$ cat src/rtl/md_pad_pkg.sv
// Shared constants and helpers for the six-button Mega Drive pad encoder:
// pin-pattern identifiers, phase limit, default idle timeout, and the
// phase-to-pattern decode used by the registered output mux.
package md_pad_pkg;

  localparam int         TIMEOUT_DEF = 24000;
  localparam logic [2:0] L_MAX       = 3'd5;

  typedef enum logic [2:0] {
    PAT_NORM_HI,
    PAT_NORM_LO,
    PAT_EXT_HI,
    PAT_ID_LO,
    PAT_F_LO
  } pat_e;

  // In 3-button mode every non-idle phase collapses to phase 1, which
  // hides the extended and ID patterns from the console.
  function automatic logic [2:0] eff_phase(input logic [2:0] l, input logic six);
    return (six || (l == 3'd0)) ? l : 3'd1;
  endfunction

  function automatic pat_e pat_select(input logic sel, input logic [2:0] le);
    if (sel) begin
      return (le == 3'd3) ? PAT_EXT_HI : PAT_NORM_HI;
    end else if (le == 3'd3) begin
      return PAT_ID_LO;
    end else if (le == 3'd4) begin
      return PAT_F_LO;
    end else begin
      return PAT_NORM_LO;
    end
  endfunction

endpackage

$ cat src/rtl/md_sync.sv
// Parametrised multi-stage synchroniser for asynchronous pad/console inputs.
// The reset value lets idle-high lines come out of reset without a false edge.
module md_sync #(
  parameter int   STAGES  = 2,
  parameter int   W       = 1,
  parameter logic RST_VAL = 1'b1
) (
  input  logic         clk,
  input  logic         reset,
  input  logic [W-1:0] d,
  output logic [W-1:0] q
);

  logic [STAGES-1:0][W-1:0] ff;

  // Shift the asynchronous input through the metastability chain
  always_ff @(posedge clk or posedge reset) begin
    if (reset) begin
      ff <= {STAGES{ {W{RST_VAL}} }};
    end else begin
      ff[0] <= d;
      for (int i = 1; i < STAGES; i++) begin
        ff[i] <= ff[i-1];
      end
    end
  end

  assign q = ff[STAGES-1];

endmodule

$ cat src/rtl/md_sixbutton_encoder_sync.sv
// Clocked six-button Mega Drive pad encoder. Counts select falling edges,
// returns to idle after a programmable quiet period, latches 3/6-button
// mode at reset and drives registered DB9 data pins.
module md_sixbutton_encoder_sync
  import md_pad_pkg::*;
#(
  parameter int TIMEOUT_CYC = TIMEOUT_DEF,
  parameter int SYNC_STAGES = 2
) (
  input  logic       clk,
  input  logic       reset,
  input  logic       p7,
  input  logic       up,
  input  logic       dw,
  input  logic       lf,
  input  logic       rg,
  input  logic       a,
  input  logic       b,
  input  logic       c,
  input  logic       st,
  input  logic       x,
  input  logic       y,
  input  logic       z,
  input  logic       md,
  output logic       p1,
  output logic       p2,
  output logic       p3,
  output logic       p4,
  output logic       p6,
  output logic       p9,
  output logic [2:0] ph,
  output logic       six_en
);

  localparam logic [19:0] TMO = 20'(TIMEOUT_CYC);

  logic        sel_s, sel_d, md_s;
  logic [10:0] btn_s;
  logic        up_s, dw_s, lf_s, rg_s, a_s, b_s, c_s, st_s, x_s, y_s, z_s;
  logic        fall, rise, expired, cap;
  logic [19:0] tmr;
  logic [2:0]  l_q, l_nxt, le_nxt;
  logic [5:0]  pins_q, pins_nxt;
  pat_e        pat;

  md_sync #(.STAGES(SYNC_STAGES), .W(1), .RST_VAL(1'b1)) u_sync_sel (
    .clk(clk), .reset(reset), .d(p7), .q(sel_s)
  );

  md_sync #(.STAGES(SYNC_STAGES), .W(11), .RST_VAL(1'b1)) u_sync_btn (
    .clk(clk), .reset(reset),
    .d({up, dw, lf, rg, a, b, c, st, x, y, z}), .q(btn_s)
  );

  // The mode chain must keep tracking md while reset is held, so it is
  // never reset itself.
  md_sync #(.STAGES(SYNC_STAGES), .W(1), .RST_VAL(1'b1)) u_sync_md (
    .clk(clk), .reset(1'b0), .d(md), .q(md_s)
  );

  assign {up_s, dw_s, lf_s, rg_s, a_s, b_s, c_s, st_s, x_s, y_s, z_s} = btn_s;

  assign fall    = sel_d & ~sel_s;
  assign rise    = ~sel_d & sel_s;
  assign expired = (tmr == TMO);

  // Delayed select for edge detection; idles high so release is edge-free
  always_ff @(posedge clk or posedge reset) begin
    if (reset) sel_d <= 1'b1;
    else       sel_d <= sel_s;
  end

  // Idle timer: cleared by either select edge, saturates at the timeout
  always_ff @(posedge clk or posedge reset) begin
    if (reset)             tmr <= '0;
    else if (fall | rise)  tmr <= '0;
    else if (!expired)     tmr <= tmr + 20'd1;
  end

  // Next phase: a fall on the expiry cycle starts a fresh sequence at 1
  always_comb begin
    l_nxt = l_q;
    if (fall) begin
      if (expired)           l_nxt = 3'd1;
      else if (l_q >= L_MAX) l_nxt = L_MAX;
      else                   l_nxt = l_q + 3'd1;
    end else if (expired) begin
      l_nxt = 3'd0;
    end
  end

  // Phase counter register
  always_ff @(posedge clk or posedge reset) begin
    if (reset) l_q <= 3'd0;
    else       l_q <= l_nxt;
  end

  // Capture window: high during reset and for the first cycle after it
  always_ff @(posedge clk or posedge reset) begin
    if (reset) cap <= 1'b1;
    else       cap <= 1'b0;
  end

  // Mode latch follows md inside the capture window, frozen afterwards
  always_ff @(posedge clk) begin
    if (cap) six_en <= md_s;
  end

  // Output mux is driven by the next phase so pins and ph change together
  always_comb begin
    le_nxt   = eff_phase(l_nxt, six_en);
    pat      = pat_select(sel_s, le_nxt);
    pins_nxt = 6'b111111;
    case (pat)
      PAT_NORM_HI: pins_nxt = {up_s, dw_s, lf_s, rg_s, b_s, c_s};
      PAT_EXT_HI:  pins_nxt = {z_s, y_s, x_s, md_s, b_s, c_s};
      PAT_NORM_LO: pins_nxt = {up_s, dw_s, 2'b00, a_s, st_s};
      PAT_ID_LO:   pins_nxt = {4'b0000, a_s, st_s};
      PAT_F_LO:    pins_nxt = {4'b1111, a_s, st_s};
      default:     pins_nxt = 6'b111111;
    endcase
  end

  // Registered DB9 data pins, all released while in reset
  always_ff @(posedge clk or posedge reset) begin
    if (reset) pins_q <= 6'b111111;
    else       pins_q <= pins_nxt;
  end

  assign {p1, p2, p3, p4, p6, p9} = pins_q;
  assign ph = eff_phase(l_q, six_en);

endmodule

$ cat config.mk
export PLATFORM = sky130hd
export DESIGN_NAME = md_sixbutton_encoder_sync
export DESIGN_NICKNAME = d
export VERILOG_FILES = /design/src/rtl/md_pad_pkg.sv /design/src/rtl/md_sync.sv /design/src/rtl/md_sixbutton_encoder_sync.sv
export SDC_FILE = /design/constraint.sdc
export NUM_CORES = 1
export LEC_CHECK = 0
export ABC_AREA = 0
export BUFFER_PORTS_ARGS = -buffer_cell sky130_fd_sc_hd__buf_2
export CORE_UTILIZATION = 50
export DETAILED_ROUTE_END_ITERATION = 16
export PLACE_DENSITY = 0.78
export SETUP_SLACK_MARGIN = 0.3
export SYNTH_ARGS = -nofsm -noshare
export SYNTH_HDL_FRONTEND = slang
export SYNTH_SLANG_ARGS = --single-unit
$ cat constraint.sdc
create_clock -name clk -period 2.6 [get_ports clk]
set_clock_uncertainty 0.15 [all_clocks]
set_input_delay 0.26 -clock clk [delete_from_list [all_inputs] [get_ports clk]]
set_output_delay 0.26 -clock clk [all_outputs]
set_load 0.05 [all_outputs]
==> run_results.csv, run 1 <==
group,metric,value,unit
run_status,status,"finished, final reports clean",
placement,portBuffers,24,
timing,rsz0062_at_grt,"false",
global_route,grt_max_degree,36,
setup_path,critPathKind,"reg -> reg",
placement,placed_cells,280,
clocking,clockRootBuffer,"clkbuf_8",
global_route,grt_pass1_vias,1597,
pwr,powerDensity,781.3,mW/mm2
die,io_pins,25,
yosys,synth_area,0.002446,mm2
yosys,ys_seq_area_share,60.77,%
placement,place.gp.congestion,0.7702,
timing,fmax,465.3,MHz
yosys,netlist_instances,191,
clocking,clk_path_buf_depth,2,
die,die_x,71.95,um
clocking,path_clk_slew,0.08,ns
die,start_util,51.79,%
finish,insertedDiodeCount,0,
pwr,combinationalPowerShare,16.4,%
global_route,grt_usage,19.23,%
timing,period_minus_slack,2.149,ns
pwr,peakVddDrop,0.0005698,V
timing,fin_crit_sh,82.66,%
timing,setup-violations-final,0,
finish,final_common_cell,"dfstp_2",
global_route,antenna_found_initial,0,
setup_path,cp.buffers_inverters,1,
yosys,synth_cell_types,43,
finish,final_cells,312,
die,num_rows,25,
die,die_height,71.95,um
setup_path,worst-path-max-fanout,9,
clocking,cts.sinks,58,
route,num_vias,1535,
route,routedWlPerCell,13.20,um
clocking,clock_latency,0.34,ns
route,drt_pass1_iterations,4,
flow_run,max_cap_viol_count,0,
finish,most-common-layout-cells,"dfstp_2 (32), buf_2 (24), dfrtp_1 (23)",
timing,finalHoldViolations,0,
finish,layout-drive-gt1-share,39.18,%
pwr,pwr-share-clk,39.6,%
die,dieArea,0.005176,mm2
finish,multi_input_area,907.1,um2
global_route,grt_overflow,0,
route,drt_iter0_drc,86,
setup_path,cp_data_arrival_time,2.25,ns
yosys,synth_warnings,0,
clocking,cts_buffers,9,
timing,relSlewSlack,51.17,%
pwr,p_int,0.001680,W
setup_path,critPathRequiredTime,2.70,ns
setup_path,end_kind,"flip-flop",
yosys,avgSynthCellArea,12.81,um2
finish,area.sequential,0.001486,mm2
setup_path,slowest_delay,0.60,ns
setup_path,cp_slowest_cell,"dfstp_2",
pwr,switching_share,29.06,%
pwr,p_sw,0.0006883,W
timing,fin_setup_tns,0,ns
route,wl,4117,um
route,drtAntennaViolNets,0,
clocking,htreeDepth,3,
pwr,pwr-share-seq,43.9,%
global_route,grt_pass1_wl,7231,um
yosys,synth_nets,212,
finish,syn2layout_area_growth,23.94,%
min_path,hold_path.class,"reg -> reg",
setup_path,critical_path.cell_chain,"inv_1 -> ha_1 -> mux2i_2 -> a31oi_4 -> o21ai_2 -> o211ai_1 -> o311ai_2",
setup_path,start_kind,"flip-flop",
finish,nets,261,
finish,fillers,338,
route,routed_via_density,4.920,
timing,tightestPinTransition,0.7314,ns
die,core,0.004723,mm2
clocking,cts_tree,"yes",
yosys,ys_seq_elements,58,
setup_path,path_delay_family,"compound AO/OA/AOI/OAI gates",
timing,drv_slew,0,
placement,hpwl,2500,um
timing,worst_hold_slack,0.1795,ns
route,post-route-drc-count,0,
pwr,power_leakage,1.338,nW
[cell usage after synthesis (all sizes together)]
master | count | share of area, %
nor2 | 2 | 0.31
a21o | 1 | 0.31
nand4 | 5 | 2.5
dfrtp | 23 | 24
conb | 1 | 0.15
nor4 | 2 | 1.1
ha | 6 | 3.1
nor2b | 1 | 0.26
nor4b | 2 | 0.72
o21ai | 8 | 1.9
o211ai | 2 | 0.61
inv | 11 | 1.7
nor3 | 5 | 1.6
edfxtp | 1 | 1.2
buf | 1 | 0.46
mux2 | 4 | 1.8
and3 | 3 | 0.77
xnor2 | 10 | 3.6
dfstp | 32 | 34
and4 | 2 | 0.72
a31oi | 1 | 0.87
and2 | 16 | 4.1
nand3b | 1 | 0.31
nand3 | 9 | 2.3
or2b | 1 | 0.31
clkbuf | 3 | 0.46
o311ai | 4 | 1.4
mux2i | 1 | 0.41
dfxtp | 2 | 1.6
xor2 | 4 | 1.4
or2 | 1 | 0.26
a21oi | 3 | 0.61
nand2b | 1 | 0.26
nand2 | 12 | 1.8
a21boi | 5 | 1.5
or3 | 5 | 1.5
[cell type report]
type	count	area share [%]
Sequential cell	58	49.03
Multi-Input combinational cell	118	29.92
Timing Repair Buffer	42	9.575
Clock buffer	9	4.086
Clock inverter	7	3.260
Tap cell	67	2.765
Inverter	11	1.362
[routing by layer]
metal | global-route usage (%) | wire length (um) | part of all wire, %
met5 | 0 | 0 | 0
met4 | 12.20 | 133 | 3.2
met3 | 5.417 | 111 | 2.7
met2 | 28.30 | 1984 | 48
met1 | 25.28 | 1888 | 46
[per-stage QoR]
step | total power [W] | cell area, um2 | setup slack (ns) | util [%]
2_1_floorplan | 0.001329 | 2446 | 0.4249 | -
3_3_place_gp | 0.001403 | 2643 | 0.4965 | 55.95
3_5_place_dp | 0.001414 | 2643 | 0.4112 | 55.95
4_1_cts | 0.002367 | 3005 | 0.4030 | 63.63
5_1_grt | 0.002475 | 3032 | 0.2850 | 64.19
6_report | 0.002369 | 3032 | 0.4508 | 64.19
[kinds of logic (layout without fill, tap and decap cells)]
family | count (synthesis) | count (layout) | share of synthesized area (%)
other | 1 | 1 | 0.1533
adders and majority gates | 6 | 6 | 3.069
AOI/OAI and AO/OA | 24 | 24 | 7.315
DFF | 58 | 58 | 60.77
and+or+nand+nor | 68 | 68 | 18.82
xor gates and xnor gates | 14 | 14 | 5.012
buffers and inverters | 15 | 69 | 2.609
muxes | 5 | 5 | 2.251
[power groups by stage]
stage	logic, W	clock network (W)	registers, W
final	0.000389	0.000939	0.00104
after global routing	0.000431	0.000994	0.00105
after global placement	0.000350	0	0.00105
after CTS	0.000376	0.000950	0.00104
after detailed placement	0.000358	0	0.00106
after floorplan	0.000241	0	0.00109
[worst register-to-register path, stage by stage (launching register included)]
cell	delay (ns)
dfstp_2	0.60
inv_1	0.07
ha_1	0.31
mux2i_2	0.21
a31oi_4	0.18
o21ai_2	0.16
o211ai_1	0.25
o311ai_2	0.15
[path summary, 6_finish.rpt]
kind                                  from         endpoint  slack, ns  cells past startpoint
max                           u_sync_sel.q        pins_q[2]       0.45                      7
min                        u_sync_md.ff[0]      u_sync_md.q       0.18                      0
max reg2reg                   u_sync_sel.q        pins_q[2]       0.45                      7
min reg2reg                u_sync_md.ff[0]      u_sync_md.q       0.18                      0
max in group asynchronous            reset  u_sync_btn.q[7]       1.12                      4
min in group asynchronous            reset           tmr[3]       0.44                      3
[registers in the layout, indices dropped and copies added (netlist names)]
register / flops
u_sync_md.ff: 1
u_sync_sel.ff: 1
u_sync_btn.q: 11
l_q: 3
six_en: 1
cap: 1
sel_d: 1
pins_q: 6
tmr: 20
u_sync_md.q: 1
u_sync_sel.q: 1
u_sync_btn.ff: 11
[what timing repair did]
| action | 4_1_cts | 5_1_grt |
|---|---|---|
| resized for setup | 0 | 2 |
| hold buffers | 14 | 0 |
| setup buffers | 0 | 2 |
| setup endpoints to repair | 0 | 4 |
| endpoints found under the hold margin | 36 | 0 |
(Power assumes the default switching activity.)
==> inputs of run 2 (changes only) <==
==> constraint.sdc (replaced) <==
create_clock -name clk -period 2.2 [get_ports clk]
set_clock_uncertainty 0.15 [all_clocks]
set_input_delay 0.22 -clock clk [delete_from_list [all_inputs] [get_ports clk]]
set_output_delay 0.22 -clock clk [all_outputs]
set_load 0.05 [all_outputs]
==> run 2 against run 1 <==
Critical path type unchanged. Hold slack got worse by 0.0038 ns. Fmax increased by 12%. Clock power up 9.7%. Cell count rose by 0.64%. Die area unchanged. Non-clock buffer count is 1 higher.
==> run_results.csv, run 2 (synthesized netlist as in run 1, its figures left out) <==
group,metric,value,unit
route,wl,4600,um
clocking,clockRootBuffer,"clkbuf_8",
global_route,grt_overflow,0,
pwr,pwr-share-seq,43.0,%
run_status,status,"finished, final reports clean",
pwr,pwr-share-clk,36.2,%
route,drt_pass1_iterations,4,
finish,insertedDiodeCount,0,
finish,post-route-util,66.73,%
setup_path,critPathRequiredTime,2.27,ns
timing,finalHoldViolations,0,
die,dieArea,0.005176,mm2
route,drt_iter0_drc,92,
global_route,grt_pass1_wl,7624,um
placement,portBuffers,24,
die,core,0.004723,mm2
setup_path,worst-path-max-fanout,4,
global_route,antenna_found_initial,0,
finish,largest_reg_flops,20,
clocking,cts.sinks,58,
pwr,combinationalPowerShare,20.8,%
clocking,cts_tree,"yes",
finish,final_common_cell,"dfstp_2",
timing,fin_crit_sh,87.44,%
timing,relSlewSlack,56.95,%
die,io_pins,25,
route,post-route-drc-count,0,
pwr,powerDensity,899.5,mW/mm2
global_route,grt_usage,20.07,%
setup_path,cp_data_arrival_time,2.00,ns
timing,drv_slew,0,
clocking,clk_path_buf_depth,2,
finish,syn2layout_area_growth,28.85,%
die,start_util,51.79,%
route,routed_via_density,5.076,
pwr,switching_share,28.66,%
global_route,grt_pass1_vias,1616,
placement,place.gp.congestion,0.7547,
route,routedWlPerCell,14.65,um
timing,fmax,519.8,MHz
pwr,p_sw,0.0008126,W
min_path,hold_path.class,"reg -> reg",
setup_path,start_kind,"flip-flop",
die,die_height,71.95,um
clocking,path_clk_slew,0.06,ns
finish,nets,263,
setup_path,reg2reg_slack,0.28,ns
timing,period_minus_slack,1.924,ns
clocking,cts_buffers,9,
setup_path,critPathKind,"reg -> reg",
finish,final_cell_area,0.003152,mm2
die,die_x,71.95,um
finish,layout-drive-gt1-share,43.32,%
flow_run,max_cap_viol_count,0,
pwr,power_leakage,1.365,nW
die,num_rows,25,
finish,most-common-layout-cells,"dfstp_2 (32), buf_2 (23), dfrtp_1 (22)",
timing,rsz0062_at_grt,"true",
pwr,peakVddDrop,0.0005232,V
placement,dpl_cell_area,0.002685,mm2
global_route,grt_max_degree,33,
pwr,p_int,0.002022,W
timing,fin_setup_tns,0,ns
route,drtAntennaViolNets,0,
placement,hpwl,2661,um
clocking,clock_latency,0.33,ns
clocking,htreeDepth,3,
finish,regMostFlops,"tmr",
timing,setup-violations-final,0,
setup_path,end_kind,"flip-flop",
timing,tightestPinTransition,0.6448,ns
route,num_vias,1594,
==> run 2: final cells by class <==
class | instances | area (um2)
fillers | 335 | 1572
flip-flops and latches | 58 | 1488
multi-input cells | 119 | 1006
repair buffers | 43 | 320.3
clock buffers | 12 | 166.4
well taps | 67 | 83.83
clock inverters | 4 | 46.29
inverters | 11 | 41.29
==> run 2: routing by layer <==
metal | global-route usage [%] | part of all wire, %
met2 | 31.55 | 50
met4 | 7.625 | 1.3
met1 | 25.54 | 45
met5 | 0 | 0
met3 | 7.500 | 3.4
==> run 2: through the flow <==
stage	power (W)	hold WS (ns)	instances	worst slack, ns
after floorplan	0.001599	0.07448	191	0.3176
after global placement	0.001688	0.1742	280	0.3084
after detailed placement	0.001704	0.1643	280	0.2285
after CTS	0.002828	0.1772	313	0.2786
after global routing	0.002959	0.1799	314	0.1838
final	0.002835	0.1757	314	0.2762
==> run 2: power groups by stage <==
stage / clock (W) / sequential (W) / combinational (W)
5_1_grt: 0.00109 / 0.00123 / 0.000634
4_1_cts: 0.00104 / 0.00122 / 0.000569
6_report: 0.00103 / 0.00122 / 0.000589
2_1_floorplan: 0 / 0.00129 / 0.000311
3_5_place_dp: 0 / 0.00125 / 0.000459
3_3_place_gp: 0 / 0.00124 / 0.000448
==> run 2: path summary, 6_finish.rpt <==
check / from / endpoint / depth (start not counted)
setup reg to reg: l_q[0] / pins_q[5] / 5
min in group asynchronous: reset / l_q[1] / 3
max in group asynchronous: reset / cap / 4
hold / removal: u_sync_md.ff[0] / u_sync_md.q / 0
setup / recovery: l_q[0] / pins_q[5] / 5
hold reg to reg: u_sync_md.ff[0] / u_sync_md.q / 0
==> run 2: worst max-delay path, stage by stage (launching register included) <==
cell	delay, ns
dfrtp_2	0.42
ha_2	0.18
or3_4	0.36
a31oi_4	0.25
o21ai_2	0.12
o311ai_1	0.33
==> run 2: what timing repair did <==
item	in CTS	in global routing
pin swaps	3	0
hold endpoints to repair	14	0
resized for setup	9	9
gates cloned	1	0
hold buffers	14	0
endpoints found under the setup margin	6	12
setup buffers	2	1
==> inputs of run 3 (changes only) <==
--- a/config.mk
+++ b/config.mk
@@ -6,8 +6,9 @@
 export NUM_CORES = 1
 export LEC_CHECK = 0
 export ABC_AREA = 0
-export BUFFER_PORTS_ARGS = -buffer_cell sky130_fd_sc_hd__buf_2
+export BUFFER_PORTS_ARGS = -buffer_cell sky130_fd_sc_hd__buf_4
 export CORE_UTILIZATION = 50
+export CTS_BUF_LIST = sky130_fd_sc_hd__clkbuf_8 sky130_fd_sc_hd__clkbuf_16
 export DETAILED_ROUTE_END_ITERATION = 16
 export PLACE_DENSITY = 0.78
 export SETUP_SLACK_MARGIN = 0.3
==> run 3 against run 2 <==
Register-to-register slack got worse by 0.02 ns. Sequential share of layout area decreased by 1.3 points. Sequential cell count unchanged. Wire length increased by 2.1%. Count of clock-buffer cells in the layout increased by 1. Clock power increased by 15%. Fmax decreased by 1.2%. Cell area increased by 2.9%. Sequential power about the same. Via count decreased by 1.8%. Hold slack improved by 0.0079 ns. Critical path type unchanged. Largest cell class unchanged. Largest power group unchanged. Highest routed layer unchanged.
==> run_results.csv, run 3 (synthesized netlist as in run 1, its figures left out) <==
group,metric,value,unit
setup_path,cp_slowest_cell,"dfrtp_2",
flow_run,max_cap_viol_count,0,
global_route,grt_max_degree,34,
finish,most-common-layout-cells,"dfstp_2 (32), buf_4 (29), dfrtp_1 (20)",
route,wl,4696,um
pwr,powerDensity,926.1,mW/mm2
setup_path,start_kind,"flip-flop",
clocking,cts_tree,"yes",
clocking,clock_latency,0.33,ns
die,io_pins,25,
finish,final_common_cell,"dfstp_2",
timing,fin_setup_tns,0,ns
route,drtAntennaViolNets,0,
timing,finalHoldViolations,0,
placement,place_ws,0.2060,ns
pwr,p_sw,0.0008350,W
timing,fin_ws,0.2522,ns
route,drt_iter0_drc,103,
setup_path,end_kind,"flip-flop",
setup_path,cp_data_arrival_time,2.05,ns
finish,syn2layout_area_growth,32.58,%
timing,fin_crit_sh,88.54,%
run_status,status,"finished, final reports clean",
route,routed_via_density,4.968,
timing,drv_slew,0,
finish,insertedDiodeCount,0,
global_route,grt_pass1_vias,1651,
setup_path,slowest_delay,0.43,ns
placement,place.gp.congestion,0.7861,
global_route,grt_overflow,0,
finish,regMostFlops,"tmr",
clocking,path_clk_slew,0.07,ns
route,routedWlPerCell,14.91,um
timing,period_minus_slack,1.948,ns
placement,hpwl,2671,um
timing,rsz0062_at_grt,"true",
clocking,clockRootBuffer,"clkbuf_8",
pwr,pwr-share-seq,40.7,%
setup_path,cp.buffers_inverters,0,
setup_path,critPathRequiredTime,2.30,ns
setup_path,critical_path.cell_chain,"ha_2 -> or3_4 -> a31oi_4 -> o21ai_4 -> o211ai_1 -> o311ai_2",
pwr,power_leakage,1.402,nW
finish,nets,264,
route,drt_pass1_iterations,4,
die,start_util,51.79,%
pwr,peakVddDrop,0.0005986,V
clocking,cts_buffers,9,
pwr,switching_share,27.80,%
finish,largest_reg_flops,20,
setup_path,path_delay_family,"compound AO/OA/AOI/OAI gates",
global_route,grt_pass1_wl,7665,um
min_path,hold_path.class,"reg -> reg",
clocking,htreeDepth,3,
global_route,antenna_found_initial,0,
clocking,cts.sinks,58,
finish,layout-drive-gt1-share,44.76,%
die,die_height,71.95,um
global_route,grt_usage,20.23,%
timing,tightestPinTransition,0.6071,ns
pwr,p_int,0.002168,W
global_route,grt_use_met3,6.667,%
timing,fmax,513.4,MHz
timing,relSlewSlack,59.47,%
route,num_vias,1565,
global_route,use_met2,32.29,%
placement,portBuffers,24,
clocking,clk_path_buf_depth,2,
die,num_rows,25,
pwr,pwr-share-clk,39.2,%
route,post-route-drc-count,0,
timing,setup-violations-final,0,
global_route,busiest_layer,"met2",
die,dieArea,0.005176,mm2
setup_path,critPathKind,"reg -> reg",
setup_path,worst-path-max-fanout,5,
die,die_x,71.95,um
global_route,use_met1,25.73,%
pwr,combinationalPowerShare,20.1,%
die,core,0.004723,mm2
==> run 3: metrics by stage <==
stage	area, um2	cells	util, %	hold slack, ns	total power [W]
after CTS	3192	314	67.58	0.1852	0.002979
final	3243	315	68.66	0.1836	0.003004
after global placement	2740	281	58.01	0.1648	0.001714
after detailed placement	2740	281	58.01	0.1700	0.001731
after floorplan	2486	191	-	0.07448	0.001599
after global routing	3243	315	68.66	0.1937	0.003124
==> run 3: timing repair <==
action | 4_1_cts | 5_1_grt
buffers inserted | 2 | 1
hold buffers | 14 | 0
gates cloned | 1 | 0
hold endpoints to repair | 14 | 0
resized for setup | 8 | 12
endpoints found under the setup margin | 6 | 12
pin swaps | 2 | 4
==> run 3: power groups by stage <==
stage	Combinational, W	Sequential [W]	Clock [W]
floorplan	0.000311	0.00129	0
global placement	0.000472	0.00124	0
detailed placement	0.000484	0.00125	0
CTS	0.000570	0.00122	0.00119
global route	0.000645	0.00123	0.00125
finish	0.000602	0.00122	0.00118
==> run 3: path summary, 6_finish.rpt <==
| path | startpoint | end | slack (ns) | cells past startpoint |
|---|---|---|---|---|
| max | l_q[0] | pins_q[2] | 0.25 | 6 |
| min | u_sync_md.ff[0] | u_sync_md.q | 0.18 | 0 |
| max reg2reg | l_q[0] | pins_q[2] | 0.25 | 6 |
| min reg2reg | u_sync_md.ff[0] | u_sync_md.q | 0.18 | 0 |
| max in group asynchronous | reset | sel_d | 0.86 | 4 |
| min in group asynchronous | reset | l_q[1] | 0.37 | 3 |
==> run 3: per-layer routing <==
layer	share of wire [%]	vias up	wire length (um)
met3	2.9	7	135
met1	45	768	2102
met4	1.5	0	72
met5	0	-	0
met2	51	33	2385
li1	-	757	-
==> run 3: cell type report <==
| class | instances | area [um2] |
|---|---|---|
| tap | 67 | 83.83 |
| sequential | 58 | 1490 |
| timing repair buffer | 44 | 372.9 |
| inverter | 11 | 41.29 |
| clock buffer | 13 | 212.7 |
| clock inverter | 3 | 38.79 |
| multi-input combinational | 119 | 1003 |
| fill | 336 | 1480 |
